File: src/rtl/router_ingress_buf_if.sv
// Handshake bundle between the upstream source, the ingress buffer and the
// router input. The buffer takes the slave view; the environment driving words
// in and watching the router side takes the master view.
interface router_ingress_buf_if #(
  parameter int DATA_WIDTH = 32,
  parameter int ADDR_WIDTH = 2
);
  logic                  in_valid;
  logic                  in_ready;
  logic [DATA_WIDTH-1:0] in_data;
  logic [ADDR_WIDTH-1:0] in_addr;
  logic                  out_en;
  logic [DATA_WIDTH-1:0] out_data;
  logic [ADDR_WIDTH-1:0] out_addr;
  logic                  out_stall;

  modport slave (
    input  in_valid, in_data, in_addr, out_stall,
    output in_ready, out_en, out_data, out_addr
  );

  modport master (
    output in_valid, in_data, in_addr, out_stall,
    input  in_ready, out_en, out_data, out_addr
  );
endinterface

File: src/rtl/router_ingress_buf.sv
// Ingress buffer in front of the 4-port router: a DEPTH-entry circular FIFO of
// {addr, data} words with valid/ready input and a stallable one-word-per-cycle
// output. Out-of-range addresses are accepted, discarded and counted.
// Optional high-water-mark tracking is enabled with ROUTER_INGRESS_HWM_EN.
module router_ingress_buf #(
  parameter int DATA_WIDTH = 32,
  parameter int ADDR_WIDTH = 2,
  parameter int NUM_PORTS  = 4,
  parameter int DEPTH      = 8
) (
  input  logic                       clk,
  input  logic                       rst_n,
  router_ingress_buf_if.slave        bus,
  output logic [$clog2(DEPTH):0]     count,
  output logic [15:0]                drop_cnt
`ifdef ROUTER_INGRESS_HWM_EN
  ,
  output logic [$clog2(DEPTH):0]     hwm,
  input  logic                       hwm_clr
`endif
);

  localparam int PW = $clog2(DEPTH);
  localparam int CW = PW + 1;
  localparam int EW = ADDR_WIDTH + DATA_WIDTH;
  localparam logic [CW-1:0] FULL_CNT = CW'(DEPTH);

  // Storage has no reset so it can map onto RAM; only pointers/counters reset.
  logic [EW-1:0]         mem_q [DEPTH];
  logic [PW-1:0]         wr_ptr_q, wr_ptr_d;
  logic [PW-1:0]         rd_ptr_q, rd_ptr_d;
  logic [CW-1:0]         count_q, count_d;
  logic [15:0]           drop_q, drop_d;
  logic                  out_en_q;
  logic [DATA_WIDTH-1:0] out_data_q;
  logic [ADDR_WIDTH-1:0] out_addr_q;

  logic in_range;
  logic accept;
  logic push;
  logic drop;
  logic pop;

  // When every address value names a real port, no range compare is needed.
  if (NUM_PORTS >= (1 << ADDR_WIDTH)) begin : g_all_in_range
    assign in_range = 1'b1;
  end else begin : g_range_check
    assign in_range = ({1'b0, bus.in_addr} < (ADDR_WIDTH+1)'(NUM_PORTS));
  end

  // in_ready depends only on registered occupancy, never on out_stall.
  assign bus.in_ready = (count_q != FULL_CNT);
  assign accept       = bus.in_valid && bus.in_ready;
  assign push         = accept && in_range;
  assign drop         = accept && !in_range;
  assign pop          = (count_q != '0) && !bus.out_stall;

  // Next-state for pointers, occupancy and the saturating drop counter.
  always_comb begin
    wr_ptr_d = push ? wr_ptr_q + 1'b1 : wr_ptr_q;
    rd_ptr_d = pop  ? rd_ptr_q + 1'b1 : rd_ptr_q;
    count_d  = count_q + CW'(push) - CW'(pop);
    drop_d   = (drop && (drop_q != 16'hFFFF)) ? drop_q + 16'd1 : drop_q;
  end

  // FIFO storage write port.
  always_ff @(posedge clk) begin
    if (push) begin
      mem_q[wr_ptr_q] <= {bus.in_addr, bus.in_data};
    end
  end

  // Control state and registered router outputs; outputs hold between pops.
  always_ff @(posedge clk or negedge rst_n) begin
    if (!rst_n) begin
      wr_ptr_q   <= '0;
      rd_ptr_q   <= '0;
      count_q    <= '0;
      drop_q     <= '0;
      out_en_q   <= 1'b0;
      out_data_q <= '0;
      out_addr_q <= '0;
    end else begin
      wr_ptr_q <= wr_ptr_d;
      rd_ptr_q <= rd_ptr_d;
      count_q  <= count_d;
      drop_q   <= drop_d;
      out_en_q <= pop;
      if (pop) begin
        {out_addr_q, out_data_q} <= mem_q[rd_ptr_q];
      end
    end
  end

  assign bus.out_en   = out_en_q;
  assign bus.out_data = out_data_q;
  assign bus.out_addr = out_addr_q;
  assign count        = count_q;
  assign drop_cnt     = drop_q;

`ifdef ROUTER_INGRESS_HWM_EN
  logic [CW-1:0] hwm_q, hwm_d;

  // Clear reloads the present occupancy, which is also the new maximum if any.
  always_comb begin
    hwm_d = hwm_q;
    if (hwm_clr || (count_q > hwm_q)) begin
      hwm_d = count_q;
    end
  end

  // High-water-mark register, trailing count by one edge.
  always_ff @(posedge clk or negedge rst_n) begin
    if (!rst_n) begin
      hwm_q <= '0;
    end else begin
      hwm_q <= hwm_d;
    end
  end

  assign hwm = hwm_q;
`endif

endmodule

File: src/flat_wrapper.sv
// flat-port wrapper written by rule: the top's interface ports become plain ports
module router_ingress_buf_flat 
#(
  parameter int DATA_WIDTH = 32,
  parameter int ADDR_WIDTH = 2,
  parameter int NUM_PORTS  = 4,
  parameter int DEPTH      = 8
)
  (clk, rst_n, count, drop_cnt, bus_in_valid, bus_in_data, bus_in_addr, bus_out_stall, bus_in_ready, bus_out_en, bus_out_data, bus_out_addr);
  router_ingress_buf_if #(.DATA_WIDTH(DATA_WIDTH), .ADDR_WIDTH(ADDR_WIDTH)) bus_i ();
  input  logic clk;
  input  logic rst_n;
  output logic [$clog2(DEPTH):0] count;
  output logic [15:0] drop_cnt;
  input wire logic [$bits(bus_i.in_valid)-1:0] bus_in_valid;
  input wire logic [$bits(bus_i.in_data)-1:0] bus_in_data;
  input wire logic [$bits(bus_i.in_addr)-1:0] bus_in_addr;
  input wire logic [$bits(bus_i.out_stall)-1:0] bus_out_stall;
  output wire logic [$bits(bus_i.in_ready)-1:0] bus_in_ready;
  output wire logic [$bits(bus_i.out_en)-1:0] bus_out_en;
  output wire logic [$bits(bus_i.out_data)-1:0] bus_out_data;
  output wire logic [$bits(bus_i.out_addr)-1:0] bus_out_addr;
  assign bus_i.in_valid = bus_in_valid;
  assign bus_i.in_data = bus_in_data;
  assign bus_i.in_addr = bus_in_addr;
  assign bus_i.out_stall = bus_out_stall;
  assign bus_in_ready = bus_i.in_ready;
  assign bus_out_en = bus_i.out_en;
  assign bus_out_data = bus_i.out_data;
  assign bus_out_addr = bus_i.out_addr;
  router_ingress_buf #(.DATA_WIDTH(DATA_WIDTH), .ADDR_WIDTH(ADDR_WIDTH), .NUM_PORTS(NUM_PORTS), .DEPTH(DEPTH)) u_core (.clk(clk), .rst_n(rst_n), .bus(bus_i), .count(count), .drop_cnt(drop_cnt));
endmodule
File: config.mk
export PLATFORM = sky130hd
export DESIGN_NAME = router_ingress_buf_flat
export DESIGN_NICKNAME = d
export VERILOG_FILES = /design/src/rtl/router_ingress_buf_if.sv /design/src/rtl/router_ingress_buf.sv /design/src/flat_wrapper.sv
export SDC_FILE = /design/constraint.sdc
export NUM_CORES = 1
export LEC_CHECK = 0
export CORE_MARGIN = 8
export CORE_UTILIZATION = 52
export CTS_CLUSTER_DIAMETER = 30
export DETAILED_ROUTE_END_ITERATION = 12
export GPL_TIMING_DRIVEN = 0
export PLACE_DENSITY = 0.87
export SLEW_MARGIN = 20
export SYNTH_ARGS = -nofsm -noshare
export SYNTH_HDL_FRONTEND = slang
export SYNTH_SLANG_ARGS = --single-unit
File: constraint.sdc
create_clock -name clk -period 3.5 [get_ports clk]
set_input_delay 0.7 -clock clk [delete_from_list [all_inputs] [get_ports clk]]
set_output_delay 0.7 -clock clk [all_outputs]
set_load 0.005 [all_outputs]
# After elaboration in Yosys (flattened, before gate mapping)
# Memory sizes are Yosys's and may differ from the RTL's. A register that Yosys moved wholly into a read port is not among the register bits.
# Index checks and enable logic that the tools add are counted.
# word_totals
ram_bits	272
memories	1
elab_cells	17
regBits	11
# mem_list
name	depth	word_bits	read_ports	rd_clocked_by_memory_dff	wr	line_no	rtl
u_core.mem_q	8	34	1	1	1	router_ingress_buf.sv:29	logic [EW-1:0] mem_q [DEPTH];
# op_classes
muxes	2
reduce_logical	5
addsub	4
eq_ne	1
# ops
op	n
adder 3 x 1 -> 3 bit, second input constant	2
adder 4 x 1 -> 4 bit	1
inequality test 4 bit, second input constant	1
nonzero test 4 bit	1
subtractor 4 x 1 -> 4 bit	1
logical AND 1 bit	2
zero test 1 bit	2
two-way mux 1 bit	2

# Longest topological paths before layout
# Gate-level depths: netlist of run 1.
# depth
depth_word	4
ltp_mapped	12
mapped_depth_nobuf	11

# Least setup slack after synthesis of run 1
# OpenSTA, ideal clock, no wires.
# synth_path
path_type	flip-flop to flip-flop
startpoint	register u_core.count_q[2] (netlist: u_core.count[2])
endpoint	memory u_core.mem_q[1][0] (netlist bit), enable pin
setup_slack_ps	-388
t_required_ps	3033
stages_incl_launch_ff	7
t_arrival_ps	3421
cell_sequence	dfrtp_1 inv_1 ha_1 or3b_1 clkbuf_1 nand3_1 nor3_1
# synth_between
elab_chain_len	4
# synth_rtl
element	line_no	rtl
from (decl)	router_ingress_buf.sv:32	logic [CW-1:0] count_q, count_d;
from (signal assigned)	router_ingress_buf.sv:86	count_q <= count_d;
inequality test 4 bit	router_ingress_buf.sv:52	assign bus.in_ready = (count_q != FULL_CNT);
named net bus_in_ready	flat_wrapper.sv:19	output wire logic [$bits(bus_i.in_ready)-1:0] bus_in_ready;
logical AND 1 bit	router_ingress_buf.sv:53	assign accept = bus.in_valid && bus.in_ready;
two-way mux 1 bit	router_ingress_buf.sv:68	if (push) begin
two-way mux 1 bit (implied by the code)	router_ingress_buf.sv:69	mem_q[wr_ptr_q] <= {bus.in_addr, bus.in_data};
to (decl)	router_ingress_buf.sv:29	
# The timed path passes the listed nets, and every way through them passes these cells.

# Worst setup path in the final report of run 1
# layout_path
startpoint	register u_core.count_q[2] (netlist: u_core.count[2])
endpoint	output bus_in_ready
# layout_between
elab_chain_len	1
# layout_rtl
element	line_no
inequality test 4 bit	router_ingress_buf.sv:52
to (decl)	flat_wrapper.sv:19
# Every way passes these cells.

==> flow_metrics.py, run 1 <==
metrics = {
    "outcome": {
        "run_status": "finished, final reports clean",
    },
    "pwr": {
        "p_leak_nw": 5.698,
        "p_total_mw": 14.31,
        "irDropWorstVdd_mv": 0.4588,
        "power.density_cell_area_nw_per_um2": 907.6,
    },
    "clock_network": {
        "cts_setup_buffers": 0,
        "cts.path.max_buffers": 3,
        "root_buffer": "clkbuf_16",
        "cts.sinks": 317,
        "h-tree-depth": 2,
        "cts_buffers": 53,
        "ctsHoldBuffers": 0,
        "cts_tree": "built",
        "clk_latency_ns": 0.56,
        "clkTransAtPathRegs_ns": 0.05,
        "cts_resized": 0,
    },
    "timing": {
        "holdWs_ns": 0.2097,
        "worst_slew_pin_slew_ns": 0.7420,
        "maxClockFrequency_mhz": 348.2,
        "fin_skew_ns": 0.01686,
        "fin_crit_sh_pct": 82.06,
        "hold_viol_final": 0,
        "fin_crit_ns": 2.872,
        "rsz0062_at_grt": "no",
        "final-max-slew-violation-count": 0,
        "fin_tns_setup_ns": 0,
        "maxSlewHeadroom_pct": 50.54,
        "setup_viol": 0,
    },
    "routing": {
        "drt-initial-drc-count": 679,
        "drt-total-wl_um": 29490,
        "antenna_left": 0,
        "vias_per_cell": 5.889,
        "firstDrtPassIters": 6,
        "wl_per_cell_um": 24.25,
        "vias": 7161,
        "drcViolationCount": 0,
    },
    "worst_setup_path": {
        "crit_slowest_cell": "clkdlybuf4s50_1",
        "cp-end-kind": "primary output",
        "required_ns": 2.80,
        "critPathMaxFanout": 5,
        "worst_setup_path_start_kind": "flop",
        "slowest_delay_ns": 0.48,
        "path_class": "reg2out",
        "worstPathCellList": "inv_1, ha_1, or3b_1, clkbuf_1, clkdlybuf4s50_1",
        "critPathArrivalTime_ns": 2.17,
    },
    "grt": {
        "gr-total-overflow": 0,
        "grt_antenna_before_repair": 3,
        "grt_use_total_pct": 20.22,
        "grt_pass1_wl_um": 44060,
        "grt_pass1_vias": 7513,
        "grt_max_degree": 46,
    },
    "finish": {
        "final_design_area_no_fill_um2": 15760,
        "drive_above_1_share_pct": 22.10,
        "area_growth_pct": 25.87,
        "fin_util_pct": 66.95,
        "final_nets": 900,
    },
    "flow_run": {
        "drv_cap": 0,
    },
    "hold_path": {
        "hp-class": "in2async",
    },
    "die": {
        "fp-row-count": 56,
        "fp.dieH_um": 171.2,
        "die_x_um": 171.2,
        "ioPinCount": 94,
        "core-area_um2": 23540,
        "start_util_pct": 53.19,
        "die-area_um2": 29300,
    },
    "yosys": {
        "synth_edf_count": 272,
        "syn_inst": 696,
        "synthesis.area_um2": 12520,
        "yosys_warnings": 0,
        "syn_area_per_cell_um2": 17.99,
        "ys_types": 35,
        "ys_seq_area_share_pct": 74.21,
        "synth-main-ff-cell": "edfxtp_1",
        "ys_ff_latch": 317,
        "async_flop_share_pct": 14.20,
    },
    "placement": {
        "place_area_um2": 13990,
        "port_buffers": 77,
        "dp_hpwl_um": 17890,
        "place.gp.congestion": 0.7734,
    },
}
[logic make-up (layout without fill, tap and decap cells)]
| group | after synthesis | after routing | share of synthesized area, % |
|---|---|---|---|
| DFF | 317 | 317 | 74.21 |
| muxes | 138 | 138 | 11.73 |
| and+or+nand+nor | 23 | 23 | 1.049 |
| adders and majority gates | 9 | 9 | 0.9592 |
| buffers and inverters | 64 | 249 | 3.027 |
| AOI/OAI and AO/OA | 138 | 138 | 8.572 |
| xor gates and xnor gates | 6 | 6 | 0.4197 |
| other | 1 | 17 | 0.02994 |
[power breakdown]
group	internal (mW)	switching, mW	total [mW]
registers	4.89	0.350	5.24
clock network	3.26	1.78	5.05
logic	1.80	2.23	4.02
[critical path: cells and delay by family (launching register included)]
| kind | cells | cell delay [ns] |
|---|---|---|
| flops | 1 | 0.37 |
| simple gates | 1 | 0.34 |
| fa+ha+maj | 1 | 0.15 |
| buf+inv | 3 | 0.76 |
[cells in the final DEF, fill, tap and decap left out, types with 5 or more instances in the layout]
| cell | n |
|---|---|
| bufinv_16 | 5 |
| inv_1 | 7 |
| conb_1 | 16 |
| mux2_1 | 43 |
| o31ai_1 | 9 |
| clkinv_1 | 6 |
| clkbuf_16 | 55 |
| a22o_1 | 34 |
| clkbuf_1 | 22 |
| o22ai_1 | 34 |
| clkinv_2 | 11 |
| buf_4 | 30 |
| buf_6 | 7 |
| buf_2 | 6 |
| mux2_2 | 27 |
| nor2_4 | 6 |
| clkdlybuf4s50_1 | 76 |
| dfrtp_1 | 45 |
| ha_1 | 8 |
| mux2i_1 | 68 |
| inv_6 | 6 |
| o21ai_0 | 34 |
| o31ai_2 | 25 |
| edfxtp_1 | 272 |
[area by class of cell]
cell class                      instances  area, um2
Fill cell                            1525       7780
Antenna cell                            1      2.502
Tap cell                              319      399.1
Clock inverter                         37      356.6
Timing Repair Buffer                   87      948.4
Sequential cell                       317       9294
Clock buffer                           61       1409
Buffer                                 56      349.1
Multi-Input combinational cell        330       2974
Inverter                                8      30.03
[flip-flops by register name, summed over array words and instances, names as in the netlist]
name and count:
u_core.bus.out_addr 2, u_core.wr_ptr_q 3, u_core.bus.out_en 1, u_core.rd_ptr_q 3
u_core.count 4, u_core.mem_q 272, u_core.bus.out_data 32
[path summary, 6_finish.rpt]
path,from,endpoint,slack [ns],depth (start not counted)
setup / recovery,u_core.count[2],bus_in_ready,0.63,5
setup reg to reg,u_core.count[2],u_core.count[2],0.68,11
hold / removal,rst_n,u_core.count[3],0.21,1
hold reg to reg,u_core.bus.out_data[17],u_core.bus.out_data[17],0.53,2
max in group asynchronous,rst_n,u_core.bus.out_data[1],2.79,1
min in group clk,u_core.bus.out_data[17],u_core.bus.out_data[17],0.53,2
[Yosys cell counts, types with 2 or more instances]
cell type	count	area share, %
nor3_1	2	0.080
edfxtp_1	272	65
nand2_1	3	0.090
xnor2_1	3	0.21
nor2_1	7	0.21
o22ai_1	34	1.7
buf_2	6	0.24
inv_1	7	0.21
dfrtp_1	45	9.0
o21ai_0	34	1.4
mux2_1	43	3.9
ha_1	8	0.80
o31ai_2	25	2.5
buf_4	29	1.7
mux2_2	27	2.4
nand2b_1	3	0.15
buf_6	3	0.27
nand3_1	2	0.080
clkbuf_1	17	0.51
xor2_1	3	0.21
o31ai_1	9	0.54
a22o_1	34	2.4
mux2i_1	68	5.4
[routing by layer]
layer | global-route usage, % | up-vias | part of all wire (%)
met5 | 0 | - | 0.092
met4 | 9.036 | 4 | 3.0
met3 | 4.631 | 81 | 8.9
met2 | 33.30 | 372 | 49
met1 | 25.36 | 3641 | 39
li1 | - | 3063 | -
[metrics by stage]
stage	setup slack, ns	instances
floorplan	0.5166	711
global placement	-1.126	1107
detailed placement	0.4412	1117
CTS	0.5893	1215
global route	0.5154	1216
finish	0.6281	1216
(Power assumes the default switching activity.)
==> run 2: changes to the inputs <==
CORE_UTILIZATION = 58   (was 52)
PLACE_DENSITY = 0.91   (was 0.87)
clock period = 2.9 ns   (was 3.5 ns; I/O delays follow)
==> flow_metrics.py, run 2 (synthesis results as in run 1) <==
metrics = {
    "clock_network": {
        "ctsHoldBuffers": 0,
        "cts.path.max_buffers": 3,
        "clk_latency_ns": 0.55,
        "root_buffer": "clkbuf_16",
        "h-tree-depth": 2,
        "cts.sinks": 317,
        "cts_tree": "built",
        "cts_buffers": 51,
        "clkTransAtPathRegs_ns": 0.05,
    },
    "timing": {
        "fin_skew_ns": 0.02683,
        "fin_crit_sh_pct": 93.49,
        "maxClockFrequency_mhz": 368.8,
        "fin_crit_ns": 2.711,
        "fin_tns_setup_ns": 0,
        "final-max-slew-violation-count": 0,
        "setup_slack_ns": 0.1888,
        "rsz0062_at_grt": "no",
        "maxSlewHeadroom_pct": 44.16,
        "worst_slew_pin_slew_ns": 0.8356,
        "holdWs_ns": 0.06842,
        "hold_viol_final": 0,
        "setup_viol": 0,
    },
    "routing": {
        "drt-total-wl_um": 31190,
        "drt-initial-drc-count": 845,
        "firstDrtPassIters": 5,
        "antenna_left": 0,
        "vias_per_cell": 6.146,
        "wl_per_cell_um": 26.55,
        "vias": 7221,
        "drcViolationCount": 0,
    },
    "finish": {
        "area_growth_pct": 26.36,
        "final_design_area_no_fill_um2": 15820,
        "top_register": "u_core.mem_q",
        "final_common_cell": "edfxtp_1",
        "final_nets": 906,
        "largest_register_ffs": 272,
        "fin_util_pct": 75.04,
        "final-instance-count-excl-fill": 1175,
        "layout.cells.most_common_list": "edfxtp_1, clkdlybuf4s50_1, mux2i_1, clkbuf_16, dfrtp_1",
        "drive_above_1_share_pct": 22.58,
    },
    "worst_setup_path": {
        "critPathArrivalTime_ns": 3.13,
        "cp-end-kind": "flop",
        "critPathBufInv": 4,
        "critPathMaxFanout": 9,
        "slowest_delay_ns": 0.43,
        "path_class": "reg2reg",
        "cp_common_cell": "ha_1",
        "required_ns": 3.32,
        "cp_top_family": "adder cells",
        "worst_setup_path_start_kind": "flop",
        "crit_slowest_cell": "fa_1",
        "worstPathCellList": "inv_1, ha_1, nor3b_4, or2_1, buf_4, inv_2, ha_1, inv_1, ha_1, fa_1, xor2_1",
    },
    "die": {
        "fp.dieH_um": 162.9,
        "start_util_pct": 59.39,
        "ioPinCount": 94,
        "die_x_um": 162.9,
        "fp-row-count": 53,
        "die-area_um2": 26550,
        "core-area_um2": 21090,
    },
    "placement": {
        "port_buffers": 77,
        "place_area_um2": 14040,
        "place_ws_ns": -0.1233,
        "placedCellCount": 1075,
        "place.gp.congestion": 0.7545,
        "dp_hpwl_um": 17820,
    },
    "hold_path": {
        "hp-class": "in2async",
    },
    "grt": {
        "grt_antenna_before_repair": 2,
        "grt_max_degree": 46,
        "grt_pass1_vias": 7756,
        "grt_pass1_wl_um": 46400,
        "grt_use_total_pct": 23.51,
        "gr-total-overflow": 0,
    },
    "pwr": {
        "p_leak_nw": 5.732,
        "power.density_cell_area_nw_per_um2": 1099,
        "p_total_mw": 17.39,
        "irDropWorstVdd_mv": 0.6562,
    },
    "flow_run": {
        "drv_cap": 0,
    },
    "outcome": {
        "run_status": "finished, final reports clean",
    },
}
[run 2: cell type report]
cell class	instances	area, um2
Sequential cell	317	9294
Fill cell	1140	5264
Multi-Input combinational cell	330	2974
Clock buffer	61	1376
Timing Repair Buffer	95	1106
Buffer	56	349.1
Clock inverter	32	347.8
Tap cell	275	344.1
Inverter	8	30.03
Antenna cell	1	2.502
[run 2: power by group]
part | total, mW | switching, mW | internal [mW]
combinational | 5.07 | 2.82 | 2.25
clock | 5.97 | 2.18 | 3.79
sequential | 6.35 | 0.449 | 5.90
[run 2: final timing paths]
check	from	end	slack, ns	cells after the start
min	rst_n	u_core.bus.out_data[17]	0.07	1
min reg2reg	u_core.bus.out_data[4]	u_core.bus.out_data[4]	0.53	2
max in group asynchronous	rst_n	u_core.bus.out_data[27]	2.33	1
max	u_core.count[2]	u_core.count[2]	0.19	11
min in group clk	u_core.bus.out_data[4]	u_core.bus.out_data[4]	0.53	2
max reg2reg	u_core.count[2]	u_core.count[2]	0.19	11
[run 2: routing by layer]
metal	vias to the layer above	wire, um	GRT usage, %
li1	3067	-	-
met1	3579	11760	29.53
met2	493	15450	37.91
met3	80	3092	6.345
met4	2	878	10.34
met5	-	13	0
[run 2: what timing repair did]
| action | 4_1_cts | 5_1_grt |
|---|---|---|
| endpoints found under the setup margin | 0 | 10 |
| buffers inserted | 0 | 6 |
| resized for setup | 0 | 0 |
